File: config.mk
export PLATFORM = sky130hd
export DESIGN_NAME = pwl_table_loader_flat
export DESIGN_NICKNAME = d
export VERILOG_FILES = /design/src/rtl/pwl_table_loader_if.sv /design/src/rtl/pwl_table_loader.sv /design/src/flat_wrapper.sv
export SDC_FILE = /design/constraint.sdc
export NUM_CORES = 1
export LEC_CHECK = 0
export BUFFER_PORTS_ARGS = -buffer_cell sky130_fd_sc_hd__buf_2
export CORE_ASPECT_RATIO = 0.5
export CORE_MARGIN = 2
export CORE_UTILIZATION = 60
export CTS_CLUSTER_SIZE = 14
export DETAILED_ROUTE_END_ITERATION = 12
export GPL_TIMING_DRIVEN = 0
export PLACE_DENSITY_LB_ADDON = 0.12
export SYNTH_ARGS = -nofsm -noshare
export SYNTH_HDL_FRONTEND = slang
export SYNTH_SLANG_ARGS = --single-unit
File: constraint.sdc
create_clock -name clk -period 3.6 [get_ports clk]
set_clock_uncertainty 0.05 [all_clocks]
set_input_delay 0.18 -clock clk [delete_from_list [all_inputs] [get_ports clk]]
set_output_delay 0.18 -clock clk [all_outputs]
set_load 0.005 [all_outputs]
File: src/rtl/pwl_table_loader_if.sv
// Word stream into the PWL table loader: valid/ready handshake with a DW-bit payload.
// The producer drives valid/data; the loader answers with ready.
interface pwl_table_loader_if #(
    parameter int DW = 16
) ();
    logic          valid;
    logic          ready;
    logic [DW-1:0] data;

    modport master (output valid, output data, input ready);
    modport slave  (input valid, input data, output ready);
endinterface

File: src/rtl/pwl_table_loader.sv
// Writer side of the double-buffered PWL coefficient table: parses a framed stream,
// writes the inactive bank, and swaps banks only after the checksum matches.
module pwl_table_loader #(
    parameter int SEG       = 8,
    parameter int K_WIDTH_I = 4,
    parameter int K_WIDTH_F = 12,
    parameter int B_WIDTH_I = 4,
    parameter int B_WIDTH_F = 12,
    parameter int DW        = 16,
    parameter int AW        = $clog2(SEG),
    localparam int KW       = K_WIDTH_I + K_WIDTH_F,
    localparam int BW       = B_WIDTH_I + B_WIDTH_F
) (
    input  logic                 clk,
    input  logic                 rst,
    input  logic                 start,
    pwl_table_loader_if.slave    s,
    output logic                 busy,
    output logic                 done,
    output logic                 err,
    output logic                 tbl_valid,
    input  logic [AW-1:0]        rd_addr,
    output logic signed [KW-1:0] rd_k,
    output logic signed [BW-1:0] rd_b
);

    typedef enum logic [2:0] {
        ST_IDLE,
        ST_HDR,
        ST_K,
        ST_B,
        ST_CSUM
    } state_t;

    state_t        state_q;
    state_t        state_d;
    logic [AW-1:0] seg;
    logic [DW-1:0] sum;
    logic          active;
    logic          accept;
    logic          hdr_ok;
    logic          csum_ok;
    logic          last_seg;

    // Bank b occupies entries {b, seg}; the active bank is only ever read.
    logic signed [KW-1:0] k_mem [2*SEG];
    logic signed [BW-1:0] b_mem [2*SEG];

    assign accept   = s.valid & s.ready;
    assign hdr_ok   = (s.data[DW-1 -: 8] == 8'hA5) && (s.data[7:0] == 8'(SEG));
    assign csum_ok  = (sum == s.data);
    assign last_seg = (seg == AW'(SEG - 1));

    // NOTE: sequential state uses non-blocking assignments so every register
    // samples pre-edge values, independent of process ordering.
    always_ff @(posedge clk or posedge rst) begin
        if (rst) begin
            state_q <= ST_IDLE;
        end else begin
            state_q <= state_d;
        end
    end

    // NOTE: state_d gets a default before the case so no path leaves it
    // unassigned, which would otherwise infer a latch.
    always_comb begin
        state_d = state_q;
        case (state_q)
            ST_IDLE: if (start)  state_d = ST_HDR;
            ST_HDR:  if (accept) state_d = hdr_ok ? ST_K : ST_IDLE;
            ST_K:    if (accept) state_d = ST_B;
            ST_B:    if (accept) state_d = last_seg ? ST_CSUM : ST_K;
            ST_CSUM: if (accept) state_d = ST_IDLE;
            default:             state_d = ST_IDLE;
        endcase
    end

    // ready depends on state only, so a producer may hold valid without a comb loop.
    always_comb begin
        s.ready = 1'b0;
        busy    = 1'b0;
        case (state_q)
            ST_HDR, ST_K, ST_B, ST_CSUM: begin
                s.ready = 1'b1;
                busy    = 1'b1;
            end
            default: begin
                s.ready = 1'b0;
                busy    = 1'b0;
            end
        endcase
    end

    always_ff @(posedge clk or posedge rst) begin
        if (rst) begin
            seg       <= '0;
            sum       <= '0;
            done      <= 1'b0;
            err       <= 1'b0;
            tbl_valid <= 1'b0;
            active    <= 1'b0;
        end else begin
            done <= 1'b0;
            case (state_q)
                ST_IDLE: begin
                    if (start) begin
                        err <= 1'b0;
                        sum <= '0;
                        seg <= '0;
                    end
                end
                ST_HDR: begin
                    if (accept && !hdr_ok) begin
                        err  <= 1'b1;
                        done <= 1'b1;
                    end
                end
                ST_K: begin
                    if (accept) sum <= sum + s.data;
                end
                ST_B: begin
                    if (accept) begin
                        sum <= sum + s.data;
                        if (!last_seg) seg <= seg + 1'b1;
                    end
                end
                ST_CSUM: begin
                    if (accept) begin
                        done <= 1'b1;
                        if (csum_ok) begin
                            // Swap makes the freshly written bank visible in one edge.
                            err       <= 1'b0;
                            active    <= ~active;
                            tbl_valid <= 1'b1;
                        end else begin
                            err <= 1'b1;
                        end
                    end
                end
                default: ;
            endcase
        end
    end

    // NOTE: the table RAM has no reset; tbl_valid alone says whether its
    // contents mean anything, and leaving it unreset keeps it a plain RAM.
    always_ff @(posedge clk) begin
        if (state_q == ST_K && accept) begin
            k_mem[{~active, seg}] <= s.data[KW-1:0];
        end
        if (state_q == ST_B && accept) begin
            b_mem[{~active, seg}] <= s.data[BW-1:0];
        end
    end

    always_ff @(posedge clk or posedge rst) begin
        if (rst) begin
            rd_k <= '0;
            rd_b <= '0;
        end else begin
            rd_k <= k_mem[{active, rd_addr}];
            rd_b <= b_mem[{active, rd_addr}];
        end
    end

endmodule

File: src/flat_wrapper.sv
// flat-port wrapper written by rule: the top's interface ports become plain ports
module pwl_table_loader_flat 
#(
    parameter int SEG       = 8,
    parameter int K_WIDTH_I = 4,
    parameter int K_WIDTH_F = 12,
    parameter int B_WIDTH_I = 4,
    parameter int B_WIDTH_F = 12,
    parameter int DW        = 16,
    parameter int AW        = $clog2(SEG),
    localparam int KW       = K_WIDTH_I + K_WIDTH_F,
    localparam int BW       = B_WIDTH_I + B_WIDTH_F
)
  (clk, rst, start, busy, done, err, tbl_valid, rd_addr, rd_k, rd_b, s_valid, s_data, s_ready);
  pwl_table_loader_if #(.DW(DW)) s_i ();
  input  logic clk;
  input  logic rst;
  input  logic start;
  output logic busy;
  output logic done;
  output logic err;
  output logic tbl_valid;
  input  logic [AW-1:0] rd_addr;
  output logic signed [KW-1:0] rd_k;
  output logic signed [BW-1:0] rd_b;
  input wire logic [$bits(s_i.valid)-1:0] s_valid;
  input wire logic [$bits(s_i.data)-1:0] s_data;
  output wire logic [$bits(s_i.ready)-1:0] s_ready;
  assign s_i.valid = s_valid;
  assign s_i.data = s_data;
  assign s_ready = s_i.ready;
  pwl_table_loader #(.SEG(SEG), .K_WIDTH_I(K_WIDTH_I), .K_WIDTH_F(K_WIDTH_F), .B_WIDTH_I(B_WIDTH_I), .B_WIDTH_F(B_WIDTH_F), .DW(DW), .AW(AW)) u_core (.clk(clk), .rst(rst), .start(start), .s(s_i), .busy(busy), .done(done), .err(err), .tbl_valid(tbl_valid), .rd_addr(rd_addr), .rd_k(rd_k), .rd_b(rd_b));
endmodule
==> flow_summary.json <==
{
  "rsz0062_at_grt": "false",
  "cpMostUsedCell": "buf_2",
  "cp.depth": 9,
  "n_fill_cell": 2135,
  "final_common_cell": "edfxtp_1",
  "crit_chain": "buf_2 -> nand2b_4 -> or2_1 -> clkbuf_1 -> buf_2 -> nor2_1 -> nand2_1 -> nor2_2 -> buf_6",
  "period_needed_ns": 3.13,
  "yosys.area.top_type_share": 0.693,
  "p_leak_uw": 0.00825,
  "diodes": 0,
  "drc": 2,
  "wire_per_inst_um": 29.6,
  "final.period_utilization": 0.869,
  "root_buffer": "clkbuf_16",
  "routedLengthMet1_mm": 20.4,
  "synth_fp_nets": 1061,
  "syn_avg_cell_area_sq_um": 21.8,
  "cp.arrival_ns": 3.35,
  "cts_max_level": 2,
  "clock_sinks": 570,
  "required_ns": 3.82,
  "critPathBufInv": 4,
  "grt_pass1_wl_mm": 74.1,
  "syn_area_sq_mm": 0.0222,
  "yosysTopAreaCell": "edfxtp_1",
  "p_total_uw": 12900,
  "cts_resized": 0,
  "worst-setup-path-type": "flop to flop",
  "top_layer": "met4",
  "p_seq_frac": 0.562,
  "antenna_found_initial": 2,
  "portBuffers": 56,
  "synth_top_family_by_area": "multiplexers",
  "grt_pass1_vias": 11300,
  "synth-compound-area-share": 0.0224,
  "vdd_drop_max_mv": 0.312,
  "synth_async_sr_flop_share": 0.102,
  "final_core_util": 0.695,
  "violations": "design-rule violations",
  "row_count": 49,
  "tightest_slew_ns": 0.973,
  "die_w_um": 276,
  "grt_max_degree": 59,
  "syn2layout_area_growth_pct": 13.3,
  "num_vias": 11100,
  "status": "finished with violations",
  "ant_nets": 0,
  "cts_buffer_depth": 3,
  "grtUsageTotal": 0.267,
  "total_switching_power_uw": 2630,
  "synthXorXnorAreaFrac": 0.00395,
  "sw_frac_of_total": 0.204,
  "wl_met3_mm": 4.23,
  "setup_viol": 0,
  "slowest_stage": "nor2_2",
  "fp.coreArea_sq_mm": 0.0362,
  "postCtsHoldBufs": 3,
  "reg2reg_depth": 9,
  "grt_overflow_total": 0,
  "start_util": 0.614,
  "drt-total-wl_mm": 49.8,
  "min_path_cells": 5,
  "hpwl_mm": 32.2,
  "critPathCaptureType": "flop",
  "comb_power_share": 0.045,
  "power_frac_clock": 0.392,
  "syn_inst": 1017,
  "ys_seq_area_frac": 0.758,
  "layout-drive-gt1-share": 0.312,
  "viasPerCell": 6.58,
  "p_int_uw": 10300,
  "die-height_um": 140,
  "critPathMaxFanout": 10,
  "p_per_area_mw_per_mm2": 512,
  "ys_ff_latch": 570,
  "maxCapViolations": 0,
  "yosys.area_share.simple": 0.0291,
  "dieArea_sq_mm": 0.0386,
  "timing.fmax_mhz": 320,
  "drtIter0Drc": 1359,
  "io_pins": 60,
  "startpoint_type": "flop",
  "cpPeakStageDelay_ns": 0.72,
  "hold_path_class": "input pin to flop",
  "place_congestion": 0.846,
  "synth_fa_ha_area_frac": 0.0122,
  "mostFrequentLayoutCells": "edfxtp_1, mux4_2, buf_2",
  "synth_top_flop_cell": "edfxtp_1",
  "cpLargestDelayFamily": "simple AND/OR/NAND/NOR gates",
  "synth.distinct_cells": 57,
  "relSlewSlack": 0.351,
  "firstDrtPassIters": 9,
  "finalHoldViolCount": 0,
  "wl_met2_mm": 23.9,
  "synth_edf_count": 512,
  "fin_nets": 1202,
  "insertion_delay_ns": 0.58,
  "numCtsBuffers": 48,
  "report.final.slew_viol_count": 0,
  "synthMuxAreaShare": 0.163,
  "clk_pin_slew_worst_paths_ns": 0.06,
  "cts_tree": "built",
  "synthTopCellsByArea": "edfxtp_1, mux4_2, dfrtp_1",
  "post_cts_buffers": 0,
  "ys_warn_count": 0
}
==> worst register-to-register path, delay by kind of cell (launching register included) <==
family                 cells  cell delay (ns)
AND/OR/NAND/NOR            5             1.53
buffers and inverters      4             0.89
flip-flops                 1             0.35
==> power by group through the flow <==
stage | combinational, uW | clock [uW] | sequential (uW)
floorplan | 312 | 0 | 7390
global placement | 558 | 0 | 7390
detailed placement | 582 | 0 | 7390
CTS | 589 | 5110 | 7240
global route | 627 | 5370 | 7240
finish | 584 | 5060 | 7250
==> worst paths after layout <==
kind	to	startpoint	slack, ns
max	u_core.k_mem[0][8]	u_core.state_q[2]	0.47
max reg2reg	u_core.k_mem[0][8]	u_core.state_q[2]	0.47
min in group asynchronous	u_core.rd_b[10]	rst	0.29
max in group asynchronous	u_core.rd_b[1]	rst	2.59
min	u_core.state_q[0]	start	0.05
min reg2reg	u_core.tbl_valid	u_core.tbl_valid	0.41
==> state kept, by name, summed over array words and instances (netlist names), 3 cells and up <==
name	cells
u_core.b_mem	256
u_core.k_mem	256
u_core.rd_b	16
u_core.rd_k	16
u_core.sum	16
u_core.seg	3
u_core.state_q	3
==> per-stage QoR <==
stage                     hold slack [ns]  setup slack, ns  cells  TNS (ns)  area [sq um]
after floorplan                     0.229             1.00   1017         0         22200
after global placement              0.398         -0.00324   1557   -0.0298         23100
after detailed placement            0.395            0.522   1589         0         23600
after CTS                          0.0249            0.504   1681         0         25200
after global routing               0.0911            0.364   1681         0         25200
final                              0.0518            0.473   1681         0         25200
==> routing by layer <==
| layer | track usage | up-vias |
|---|---|---|
| li1 | - | 4534 |
| met1 | 0.392 | 5847 |
| met2 | 0.427 | 578 |
| met3 | 0.0485 | 94 |
| met4 | 0.0684 | 0 |
| met5 | 0 | - |
==> cell type report <==
type | count | area (sq um) | area share
flip-flops and latches | 570 | 16800 | 0.669
well taps | 484 | 606 | 0.0241
clock buffers | 83 | 1400 | 0.0558
plain buffers | 48 | 228 | 0.00905
multi-input cells | 391 | 5190 | 0.207
repair buffers | 91 | 776 | 0.0308
clock inverters | 6 | 86.3 | 0.00343
inverters | 8 | 32.5 | 0.00129
==> logic make-up after synthesis <==
group | Yosys count
multiplexers | 161
AO/OA/AOI/OAI | 71
buffers and inverters | 56
AND/OR/NAND/NOR | 128
adder cells (fa/ha/maj) | 21
XOR/XNOR | 10
flip-flops | 570
==> synth_stat cells, types with 8 or more instances <==
cell type  count
edfxtp_1     512
mux4_2       160
dfrtp_1       58
nor2_1        45
nand2_1       28
buf_2         20
ha_1          20
clkbuf_1      18
o21ai_0       15
nand2b_1      13
a21oi_1       12
a21o_1         8
(Power assumes the default switching activity.)
